**config.mk**
```make
export PLATFORM = sky130hd
export DESIGN_NAME = tick_gen_prog
export DESIGN_NICKNAME = d
export VERILOG_FILES = /design/src/rtl/clk_pkg.sv /design/src/rtl/mod_counter.sv /design/src/rtl/tick_gen_prog.sv
export SDC_FILE = /design/constraint.sdc
export NUM_CORES = 1
export LEC_CHECK = 0
export ABC_CLOCK_PERIOD_IN_PS = 12200
export BUFFER_PORTS_ARGS = -buffer_cell sky130_fd_sc_hd__buf_4
export CORE_MARGIN = 5
export CORE_UTILIZATION = 60
export DETAILED_ROUTE_END_ITERATION = 8
export GPL_TIMING_DRIVEN = 0
export PLACE_DENSITY = 0.81
export RECOVER_POWER = 25
export SLEW_MARGIN = 20
export SYNTH_ARGS = -nofsm -noshare
export SYNTH_HDL_FRONTEND = slang
export SYNTH_SLANG_ARGS = --single-unit
```
**constraint.sdc**
```tcl
create_clock -name mclk -period 12.2 [get_ports mclk]
set_input_delay 1.22 -clock mclk [delete_from_list [all_inputs] [get_ports mclk]]
set_output_delay 1.22 -clock mclk [all_outputs]
set_load 0.01 [all_outputs]
```
**src/rtl/clk_pkg.sv**
```systemverilog
// Shared constants and types for the timekeeping tick chain.
package clk_pkg;

  localparam int unsigned CLK_HZ          = 50_000_000;
  localparam int unsigned CNT_W_DEF       = 32;
  localparam int unsigned PERIOD_1HZ      = CLK_HZ;
  localparam int unsigned PERIOD_1KHZ     = CLK_HZ / 1000;
  localparam int unsigned SUB_DIV_SEC_MIN = 60;
  localparam int unsigned SUB_DIV_MIN_HR  = 60;
  localparam int unsigned SUB_DIV_HR_DAY  = 24;

  // One-shot arming state; ARMED encoded as 1 so the state bit is the armed flag.
  typedef enum logic {
    ST_DONE  = 1'b0,
    ST_ARMED = 1'b1
  } arm_state_t;

endpackage

```
**src/rtl/mod_counter.sv**
```systemverilog
// Fixed-modulus enable counter with a registered wrap pulse.
module mod_counter #(
  parameter int unsigned WIDTH   = 6,
  parameter int unsigned MODULUS = 60
) (
  input  logic             mclk,
  input  logic             reset,
  input  logic             en,
  input  logic             clr,
  output logic [WIDTH-1:0] value,
  output logic             wrap
);

  localparam logic [WIDTH-1:0] LAST = WIDTH'(MODULUS - 1);

  // Count 0..MODULUS-1 on enable; wrap pulses on the cycle the count returns to 0.
  always_ff @(posedge mclk or negedge reset) begin
    if (!reset) begin
      value <= '0;
      wrap  <= 1'b0;
    end else if (clr) begin
      value <= '0;
      wrap  <= 1'b0;
    end else if (en) begin
      if (value >= LAST) begin
        value <= '0;
        wrap  <= 1'b1;
      end else begin
        value <= value + WIDTH'(1);
        wrap  <= 1'b0;
      end
    end else begin
      wrap <= 1'b0;
    end
  end

endmodule

```
**src/rtl/tick_gen_prog.sv**
```systemverilog
// Programmable tick generator: run-time period main stage plus fixed sub-divider.
module tick_gen_prog
  import clk_pkg::*;
#(
  parameter int unsigned CNT_W      = 32,
  parameter int unsigned PERIOD_RST = 50000000,
  parameter int unsigned SUB_DIV    = 60,
  parameter int unsigned SUB_W      = 6
) (
  input  logic             mclk,
  input  logic             reset,
  input  logic             en,
  input  logic             clr,
  input  logic             load,
  input  logic [CNT_W-1:0] period_in,
  input  logic             oneshot,
  input  logic             start,
  output logic             tick,
  output logic             tick_sub,
  output logic [CNT_W-1:0] count,
  output logic             armed
);

  localparam logic [CNT_W-1:0] ONE         = CNT_W'(1);
  localparam logic [CNT_W-1:0] PERIOD_INIT = CNT_W'(PERIOD_RST);

  logic [CNT_W-1:0] period;
  logic [CNT_W-1:0] shadow;
  logic             pending;
  arm_state_t       state;
  arm_state_t       state_nxt;

  logic             load_now_c;
  logic [CNT_W-1:0] period_use_c;
  logic [CNT_W-1:0] last_c;
  logic             at_end_c;
  logic             run_c;
  logic             wrap_c;
  logic [SUB_W-1:0] sub_value;
  logic             unused_ok;

  // Compare against the period that governs this edge; an immediate load takes effect now.
  always_comb begin
    load_now_c   = load && (count == '0);
    period_use_c = load_now_c ? period_in : period;
    last_c       = (period_use_c == '0) ? '0 : period_use_c - ONE;
    at_end_c     = (count >= last_c);
    run_c        = !clr && en && (state == ST_ARMED);
    wrap_c       = run_c && at_end_c;
  end

  // One-shot state register.
  always_ff @(posedge mclk or negedge reset) begin
    if (!reset) begin
      state <= ST_ARMED;
    end else begin
      state <= state_nxt;
    end
  end

  // Disarm after a one-shot tick; re-arm on start or when leaving one-shot mode.
  always_comb begin
    state_nxt = state;
    if (clr) begin
      state_nxt = ST_ARMED;
    end else if (en) begin
      case (state)
        ST_ARMED: if (wrap_c && oneshot)    state_nxt = ST_DONE;
        ST_DONE:  if (start || !oneshot)    state_nxt = ST_ARMED;
        default:                            state_nxt = ST_ARMED;
      endcase
    end
  end

  assign armed = (state == ST_ARMED);

  // Main counter and tick pulse.
  always_ff @(posedge mclk or negedge reset) begin
    if (!reset) begin
      count <= '0;
      tick  <= 1'b0;
    end else if (clr) begin
      count <= '0;
      tick  <= 1'b0;
    end else if (run_c) begin
      tick  <= at_end_c;
      count <= at_end_c ? '0 : count + ONE;
    end else begin
      tick <= 1'b0;
    end
  end

  // Period shadow: new period lands at a wrap, at count 0, or together with clr.
  always_ff @(posedge mclk or negedge reset) begin
    if (!reset) begin
      period  <= PERIOD_INIT;
      shadow  <= PERIOD_INIT;
      pending <= 1'b0;
    end else begin
      if (load) shadow <= period_in;
      if (clr) begin
        if (load)         period <= period_in;
        else if (pending) period <= shadow;
        pending <= 1'b0;
      end else if (load) begin
        if (load_now_c || wrap_c) begin
          period  <= period_in;
          pending <= 1'b0;
        end else begin
          pending <= 1'b1;
        end
      end else if (wrap_c && pending) begin
        period  <= shadow;
        pending <= 1'b0;
      end
    end
  end

  // Sub stage advances on each main tick; its wrap is tick_sub.
  mod_counter #(
    .WIDTH   (SUB_W),
    .MODULUS (SUB_DIV)
  ) u_sub (
    .mclk  (mclk),
    .reset (reset),
    .en    (wrap_c),
    .clr   (clr),
    .value (sub_value),
    .wrap  (tick_sub)
  );

  // Sub count is internal only.
  assign unused_ok = ^sub_value;

endmodule
```
Word-level counts from Yosys, hierarchy flattened
Index checks and enable logic that the tools add are counted.
{"block": "totals", "elab_cells": 61, "in_bits": 39, "regBits": 106, "out_inout_bits": 35}
{"block": "classes", "bitwise": 1, "mux": 28, "eq_ne": 2, "reduce_logical": 17, "addsub": 3, "n_lt_le_gt_ge": 2}
{"cell": "32-bit 2-to-1 mux", "n": 11}
{"cell": "32-bit logical NOT", "n": 2}
{"cell": "32-bit by 1-bit adder with 32-bit output (second input constant)", "n": 1}
{"cell": "32-bit greater-or-equal comparator", "n": 1}
{"cell": "32-bit by 1-bit subtractor with 32-bit output (second input constant)", "n": 1}
{"cell": "6-bit 2-to-1 mux", "n": 3}
{"cell": "1-bit 2-to-1 mux", "n": 13}
{"cell": "6-bit by 1-bit adder with 6-bit output (second input constant)", "n": 1}
{"cell": "6-bit greater-or-equal comparator (second input constant)", "n": 1}
{"cell": "1-bit logical AND", "n": 6}
{"cell": "2-bit nonzero test", "n": 3}
{"cell": "3-bit by 1-bit != test with 1-bit output (second input constant)", "n": 1}
{"cell": "3-bit by 2-bit != test with 1-bit output (second input constant)", "n": 1}
{"cell": "3-bit AND reduction", "n": 1}
{"cell": "3-bit nonzero test", "n": 1}
{"cell": "1-bit logical NOT", "n": 2}
{"cell": "1-bit logical OR", "n": 2}
{"cell": "1-bit one-hot mux with 2 select lines", "n": 1}
{"cell": "1-bit NOT", "n": 1}

Longest topological paths before layout
Gate-level depths: netlist (run 1).
{"block": "depth", "depth_word": 12, "ltp_mapped": 27}

Modules after synthesis
Synthesis (run 1) repeated with hierarchy kept, for this count alone.
{"block": "unflattened", "cells_unflattened": 723, "hier_area_um2": 6930.4}
{"module": "tick_gen_prog", "area_per_inst_um2": 6531.3, "seq_area_each_um2": 2508.7, "cells_per_inst": 683, "instances": 1}
{"module": "mod_counter", "area_per_inst_um2": 399.1, "seq_area_each_um2": 175.2, "cells_per_inst": 40, "instances": 1}

Worst setup path before layout (run 1)
Ideal clock, no wire load.
{"block": "synth_timing", "path_type": "input to register", "startpoint": "input load", "endpoint": "register period[10]", "cell_stages": 25, "setup_slack_ns": 5.847, "path_buffers": 6, "arrival_time_ns": 6.229, "required_ns": 12.075, "cell_sequence": "buf_4 -> nor4bb_1 -> and4_1 -> nand2_2 -> buf_2 -> buf_2 -> buf_2 -> mux2i_1 -> ha_1 -> clkbuf_1 -> nand4_1 -> nor4_1 -> a21oi_1 -> and4bb_2 -> a21oi_1 -> a21boi_0 -> ha_1 -> nand4_1 -> nor4_1 -> nand3_1 -> o22ai_1 -> a21oi_1 -> a31o_2 -> buf_2 -> mux2_2"}
{"block": "synth_between", "elab_chain_cells": 9}
{"element": "from (decl)", "line_no": "tick_gen_prog.sv:14", "rtl": "input logic load,"}
{"element": "1-bit logical AND", "line_no": "tick_gen_prog.sv:44", "rtl": "load_now_c = load && (count == '0);"}
{"element": "32-bit 2-to-1 mux", "line_no": "tick_gen_prog.sv:45", "rtl": "period_use_c = load_now_c ? period_in : period;"}
{"element": "32-bit by 1-bit subtractor with 32-bit output / 32-bit logical NOT (equally long branches)", "line_no": "tick_gen_prog.sv:46", "rtl": "last_c = (period_use_c == '0) ? '0 : period_use_c - ONE;"}
{"element": "32-bit 2-to-1 mux", "line_no": "tick_gen_prog.sv:46"}
{"element": "32-bit greater-or-equal comparator", "line_no": "tick_gen_prog.sv:47", "rtl": "at_end_c = (count >= last_c);"}
{"element": "1-bit logical AND", "line_no": "tick_gen_prog.sv:49", "rtl": "wrap_c = run_c && at_end_c;"}
{"element": "1-bit logical OR / 1-bit logical AND (equally long branches)", "line_no": "tick_gen_prog.sv:106, tick_gen_prog.sv:112"}
{"element": "3-bit by 2-bit != test with 1-bit output (no line) / 3-bit nonzero test (equally long branches)"}
{"element": "3-bit AND reduction (no line)"}
{"element": "to (signal assigned)", "line_no": "tick_gen_prog.sv:103", "rtl": "else if (pending) period <= shadow;"}
{"element": "to (signal assigned)", "line_no": "tick_gen_prog.sv:107", "rtl": "period <= period_in;"}
{"element": "to (signal assigned)", "line_no": "tick_gen_prog.sv:113", "rtl": "period <= shadow;"}
{"element": "to (decl)", "line_no": "tick_gen_prog.sv:27", "rtl": "logic [CNT_W-1:0] period;"}
Several ways; a longest one is shown, not always the timed one.
A chain may end at the register's enable or synchronous reset.

Worst setup path after layout (run 1)
{"block": "layout_timing", "startpoint": "input load", "endpoint": "register period[16]"}
Same word-level chain as after synthesis.

==> impl_metrics.ini, run 1 <==
[cells_and_area]
fillers = 888
layout.cells.non_filler = 954
drive_above_1_share_pct = 25.5
final-seq-area_mm2 = 0.00268
nets = 882
multiInputGateArea_mm2 = 0.00420
num_antenna_cells = 0
area_growth_pct = 14.1

[min_path]
hold_depth = 1
worstHoldStart = shadow[31]$_DFFE_PN0P_
hp-class = reg2reg

[timing]
fin_crit_ns = 7.99
final_max_slew_viol_count = 107
holdWs_ns = 0.492
setup_slack_ns = 4.21
hold_viol = 0
period_share_pct = 65.5
tightest_slew_ns = 5.44
slew_headroom_pct = -263
tns_ns = 0
skew_ns = 0.00968
finalSetupViolations = 0
rsz0062_at_grt = no
fmax_ghz = 0.125

[route]
drtIter0Drc = 770
dr.pass1.iters = 5
wl_per_cell_um = 20.8
ant_nets = 0
num_vias = 6264
routed_wl_um = 19900
via_per_inst = 6.57
drcViolationCount = 0

[logic_synthesis]
synth.area.mux_share_pct = 14.7
syn_inst = 724
synth_seq_cells = 106
synth_area_leaders = dfrtp_1 (29%), mux2_2 (11%), dfstp_2 (9.3%), ha_1 (6.5%), mux2i_1 (4.2%)
synthXorXnorAreaFrac_pct = 4.21
synth_compound_area_share_pct = 12.3
synth_edf_count = 0
syn_avg_cell_area_um2 = 9.77
synth_top_cell_by_area = dfrtp_1
synthAdderAreaFrac_pct = 6.54
yosysWarnings = 0
synth_cell_types = 63
syn_area_mm2 = 0.00708
synth_ff_type = dfrtp_1
synth_top_area_share_pct = 28.6
synth_top_family_by_area = simple AND/OR/NAND/NOR gates
yosys.area_share.simple_pct = 21.5
synthesis.nets = 800
async_reset_ff_share_pct = 100
seq_area_frac_synth_pct = 37.9

[clock_network]
cts-root-buf = clkbuf_16
cts_sinks = 106
htree_levels = 3
clk_pin_slew_ns = 0.08
clock_latency_ns = 0.36
cts_setup_buffers = 0
hold_buffers = 0
clk_path_buf_depth = 2
cts_tree = built
postCtsResizedCells = 0
cts_buffers = 9

[setup_path]
crit_top_cell = buf_2
worst-path-max-fanout = 10
cpPeakStageDelay_ns = 0.85
crit_slowest_cell = nor4_1
worst-endpoint-arrival_ns = 8.25
path_class = in2reg
reg2reg_depth = 26
crit_start = load
r2r-start = count[0]$_DFFE_PN0P_
worst_ep_required_time_ns = 12.46
end_kind = flop
critPathLaunchType = input pin

[place]
hpwl_um = 14900
pre_cts_slack_ns = 4.36
gp_congestion = 0.933
port_buffers = 71
dp.cells = 938

[global_routing]
grt_use_total_pct = 28.3
grt_max_degree = 107
antenna_found_initial = 0
grt_pass1_wl_um = 32400
grt_pass1_vias = 6216
grt_overflow = 0

[floorplan]
rows = 39
num_io_pins = 74
initial_core_util_pct = 61.7
fp.dieW_um = 119
dieArea_mm2 = 0.0141
die_y_um = 119
core_area_mm2 = 0.0115

[pwr]
switching_share_pct = 32.3
switchingPower_uw = 311
power_frac_clock_pct = 30.2
sequentialPowerShare_pct = 45.6
power_frac_comb_pct = 24.2
intPower_uw = 652
p_leak_uw = 0.00352
irDropWorstVdd_mv = 0.136
powerDensity_mw_per_mm2 = 119

[flow_run]
maxCapViolations = 1

[run_status]
violations = capacitance limit, slew limit
status = finished, violations left
routing by layer:
layer	routed length (µm)	global-route usage [%]
met1	8210	36.9
met2	9800	46.6
met3	1450	7.07
met4	415	8.22
met5	0	0
layout by cell type, fill, tap and decap left out, types with 16 or more instances in the layout:
master / n
xnor2_1: 20
nor2_1: 24
buf_4: 70
nand4_1: 16
mux2i_1: 30
a21oi_1: 33
nor4_1: 30
o21ai_0: 25
clkbuf_1: 16
nand2_1: 70
nand3_1: 44
ha_1: 37
mux2_2: 64
dfstp_2: 25
dfrtp_1: 81
nor3_1: 21
through the flow:
stage          instance area (µm²)  util [%]  power (µW)
2_1_floorplan                 7080         -         590
3_3_place_gp                  7790      67.9         661
3_5_place_dp                  7790      67.9         674
4_1_cts                       8090      70.5         963
5_1_grt                       8070      70.4        1010
6_report                      8070      70.4         963
final cells by class:
cell class,instances,share of cell area (%)
buffer,31,1.83
clock buffer,10,2.96
clock inverter,6,0.682
inverter,11,0.511
multi-input combinational,576,52.0
sequential,106,33.2
tap,143,2.22
timing repair buffer,71,6.56
state kept, by name, summed over array words and instances (netlist names):
name	cells
armed	1
u_sub.value	6
tick	1
shadow	32
pending	1
u_sub.wrap	1
count	32
period	32
critical path, delay by kind of cell:
| family | cells | cell delay (ns) |
|---|---|---|
| compound gates | 6 | 1.09 |
| fa+ha+maj | 2 | 0.53 |
| buf+inv | 6 | 1.78 |
| simple gates | 9 | 3.05 |
| mux | 2 | 0.54 |
cells in the mapped netlist (all sizes together), types with 16 or more instances:
cell   instances
mux2i         30
xnor2         20
ha            37
nor4          31
nand4         16
nor3          22
nand2         71
dfrtp         81
nor2          25
o21ai         25
dfstp         25
a21oi         34
buf           17
nand3         44
mux2          66
cells by family after synthesis:
family / count (synthesis)
AOI/OAI and AO/OA: 128
xor gates and xnor gates: 34
adders and majority gates: 37
buffers and inverters: 42
DFF: 106
muxes: 96
and+or+nand+nor: 281
worst paths after layout:
check,slack [ns],to
worst max-delay path,4.21,period[16]$_DFFE_PN0P_
worst min-delay path,0.49,shadow[31]$_DFFE_PN0P_
worst max register to register,4.74,period[16]$_DFFE_PN0P_
worst min register to register,0.49,shadow[31]$_DFFE_PN0P_
max in group asynchronous,6.27,period[26]$_DFFE_PN0P_
min in group asynchronous,2.81,count[29]$_DFFE_PN0P_
power by group through the flow:
stage	combinational, µW	clock, µW	sequential [µW]
after floorplan	161	0	429
after global placement	221	0	440
after detailed placement	230	0	444
after CTS	232	293	437
after global routing	257	309	443
final	233	291	439
(Power assumes the default switching activity.)
==> inputs of run 2 (changes only) <==
--- a/config.mk
+++ b/config.mk
@@ -5,13 +5,13 @@
 export SDC_FILE = /design/constraint.sdc
 export NUM_CORES = 1
 export LEC_CHECK = 0
-export ABC_CLOCK_PERIOD_IN_PS = 12200
+export ABC_CLOCK_PERIOD_IN_PS = 6600
 export BUFFER_PORTS_ARGS = -buffer_cell sky130_fd_sc_hd__buf_4
 export CORE_MARGIN = 5
-export CORE_UTILIZATION = 60
+export CORE_UTILIZATION = 54
 export DETAILED_ROUTE_END_ITERATION = 8
 export GPL_TIMING_DRIVEN = 0
-export PLACE_DENSITY = 0.81
+export PLACE_DENSITY = 0.77
 export RECOVER_POWER = 25
 export SLEW_MARGIN = 20
 export SYNTH_ARGS = -nofsm -noshare
==> constraint.sdc (replaced) <==
create_clock -name mclk -period 6.6 [get_ports mclk]
set_input_delay 0.66 -clock mclk [delete_from_list [all_inputs] [get_ports mclk]]
set_output_delay 0.66 -clock mclk [all_outputs]
set_load 0.01 [all_outputs]
==> run 2 against run 1 <==
Compared with the run above:
- the flow still finishes with violations (capacitance limit, slew limit)
- largest power group unchanged
- sequential power grew 85%
- clock power grew 110%
- clock-buffer cell count is the same
==> impl_metrics.ini, run 2 (synthesis gave the netlist of run 1 again) <==
[timing]
holdWs_ns = 0.496
hold_viol = 0
skew_ns = 0.0109
slew_headroom_pct = -222
fmax_ghz = 0.157
fin_crit_ns = 6.35
final_max_slew_viol_count = 107
tightest_slew_ns = 4.83
period_share_pct = 96.2
finalSetupViolations = 0

[route]
wl_per_cell_um = 19.9
via_per_inst = 6.38
ant_nets = 0
dr.pass1.iters = 5
drcViolationCount = 0
num_vias = 6294
routed_wl_um = 19600
drtIter0Drc = 883

[cells_and_area]
nets = 886
num_antenna_cells = 0
biggestRegsByFlops = count (32), period (32), shadow (32)
final_cell_mix = dfrtp_1 (81), buf_4 (79), nand2_1 (70)
layout_commonest_cell = dfrtp_1
fillers = 1060
layout.cells.non_filler = 987
drive_above_1_share_pct = 28.3
utilization_pct = 65.3
area_growth_pct = 17.4

[clock_network]
cts_sinks = 106
clk_path_buf_depth = 2
clock_latency_ns = 0.36
htree_levels = 3
cts-root-buf = clkbuf_16
hold_buffers = 0
cts_tree = built
cts_buffers = 9
clk_pin_slew_ns = 0.07

[floorplan]
initial_core_util_pct = 55.6
fp.dieW_um = 124
dieArea_mm2 = 0.0155
core_area_mm2 = 0.0127
num_io_pins = 74
die_y_um = 124
rows = 41

[setup_path]
end_kind = flop
worst-path-max-fanout = 10
cp_top_family = simple AND/OR/NAND/NOR gates
r2r-start = count[0]$_DFFE_PN0P_
crit_buf_inv = 5
worst_ep_required_time_ns = 6.83
worst-endpoint-arrival_ns = 6.59
crit_slowest_cell = dfrtp_1
path_class = reg2reg
cpPeakStageDelay_ns = 0.45
critPathLaunchType = flop
crit_start = count[0]$_DFFE_PN0P_

[flow_run]
maxCapViolations = 1

[global_routing]
antenna_found_initial = 0
grt_use_total_pct = 24.6
grt_max_degree = 107
grt_overflow = 0
grt_pass1_wl_um = 31300
grt_pass1_vias = 6225

[place]
gp_congestion = 0.919
dp.cells = 967
hpwl_um = 14500
port_buffers = 71

[run_status]
violations = capacitance limit, slew limit
status = finished, violations left

[pwr]
irDropWorstVdd_mv = 0.157
power_uw = 1870
p_leak_uw = 0.00361
powerDensity_mw_per_mm2 = 225

[min_path]
worstHoldStart = shadow[29]$_DFFE_PN0P_
hp-class = reg2reg
## run 2: cell types whose count changed in the layout (fill, tap and decap cells not counted), sizes merged
cell,before,now
clkdlybuf4s25,0,1
inv,16,11
bufinv,0,3
clkinv,1,3
buf,86,89
## run 2: what timing repair did
| action | in CTS | in global routing |
|---|---|---|
| gates resized for setup | 7 | 27 |
| gates cloned | 0 | 0 |
| pin swaps | 0 | 6 |
| setup buffers | 0 | 5 |
| setup endpoints to repair | 72 | 68 |
## run 2: routing by layer
layer / track usage (%) / part of all wire, % / wire [µm]
met2: 40.6 / 49 / 9550
met3: 5.40 / 6.9 / 1360
met5: 0 / 0 / 0
met4: 8.83 / 2.2 / 437
met1: 31.8 / 42 / 8270
## run 2: layout make-up
class                           instances  area, µm²  area share [%]
Clock inverter                          6        105            1.27
Tap cell                              172        215            2.59
Multi-Input combinational cell        576       4290            51.7
Inverter                               11       41.3           0.497
Sequential cell                       106       2680            32.3
Buffer                                 30        165            1.99
Timing Repair Buffer                   76        573            6.90
Clock buffer                           10        229            2.76
## run 2: power breakdown
part           internal (µW)  total (µW)  switching [µW]  leakage (µW)
logic                    205         444             238       0.00214
registers                735         812            76.4       0.00130
clock network            369         610             241      0.000166
total                   1310        1870             556       0.00361
## run 2: per-stage QoR
stage	worst slack (ns)	instance area, µm²	TNS [ns]
finish	0.250	8300	0
global route	-0.0129	8300	-0.0319
CTS	0.00576	8180	0
detailed placement	-0.654	7830	-33.26
global placement	-0.522	7820	-24.59
floorplan	0.807	7080	0
## run 2: final timing paths
kind                                              end  slack [ns]  depth (start not counted)
min in group asynchronous       count[17]$_DFFE_PN0P_        2.25                          1
max                            period[18]$_DFFE_PN0P_        0.25                         25
min                            shadow[29]$_DFFE_PN0P_        0.50                          1
max reg2reg                    period[18]$_DFFE_PN0P_        0.25                         25
max in group asynchronous  u_sub.value[5]$_DFFE_PN0P_        1.60                          1
min reg2reg                    shadow[29]$_DFFE_PN0P_        0.50                          1
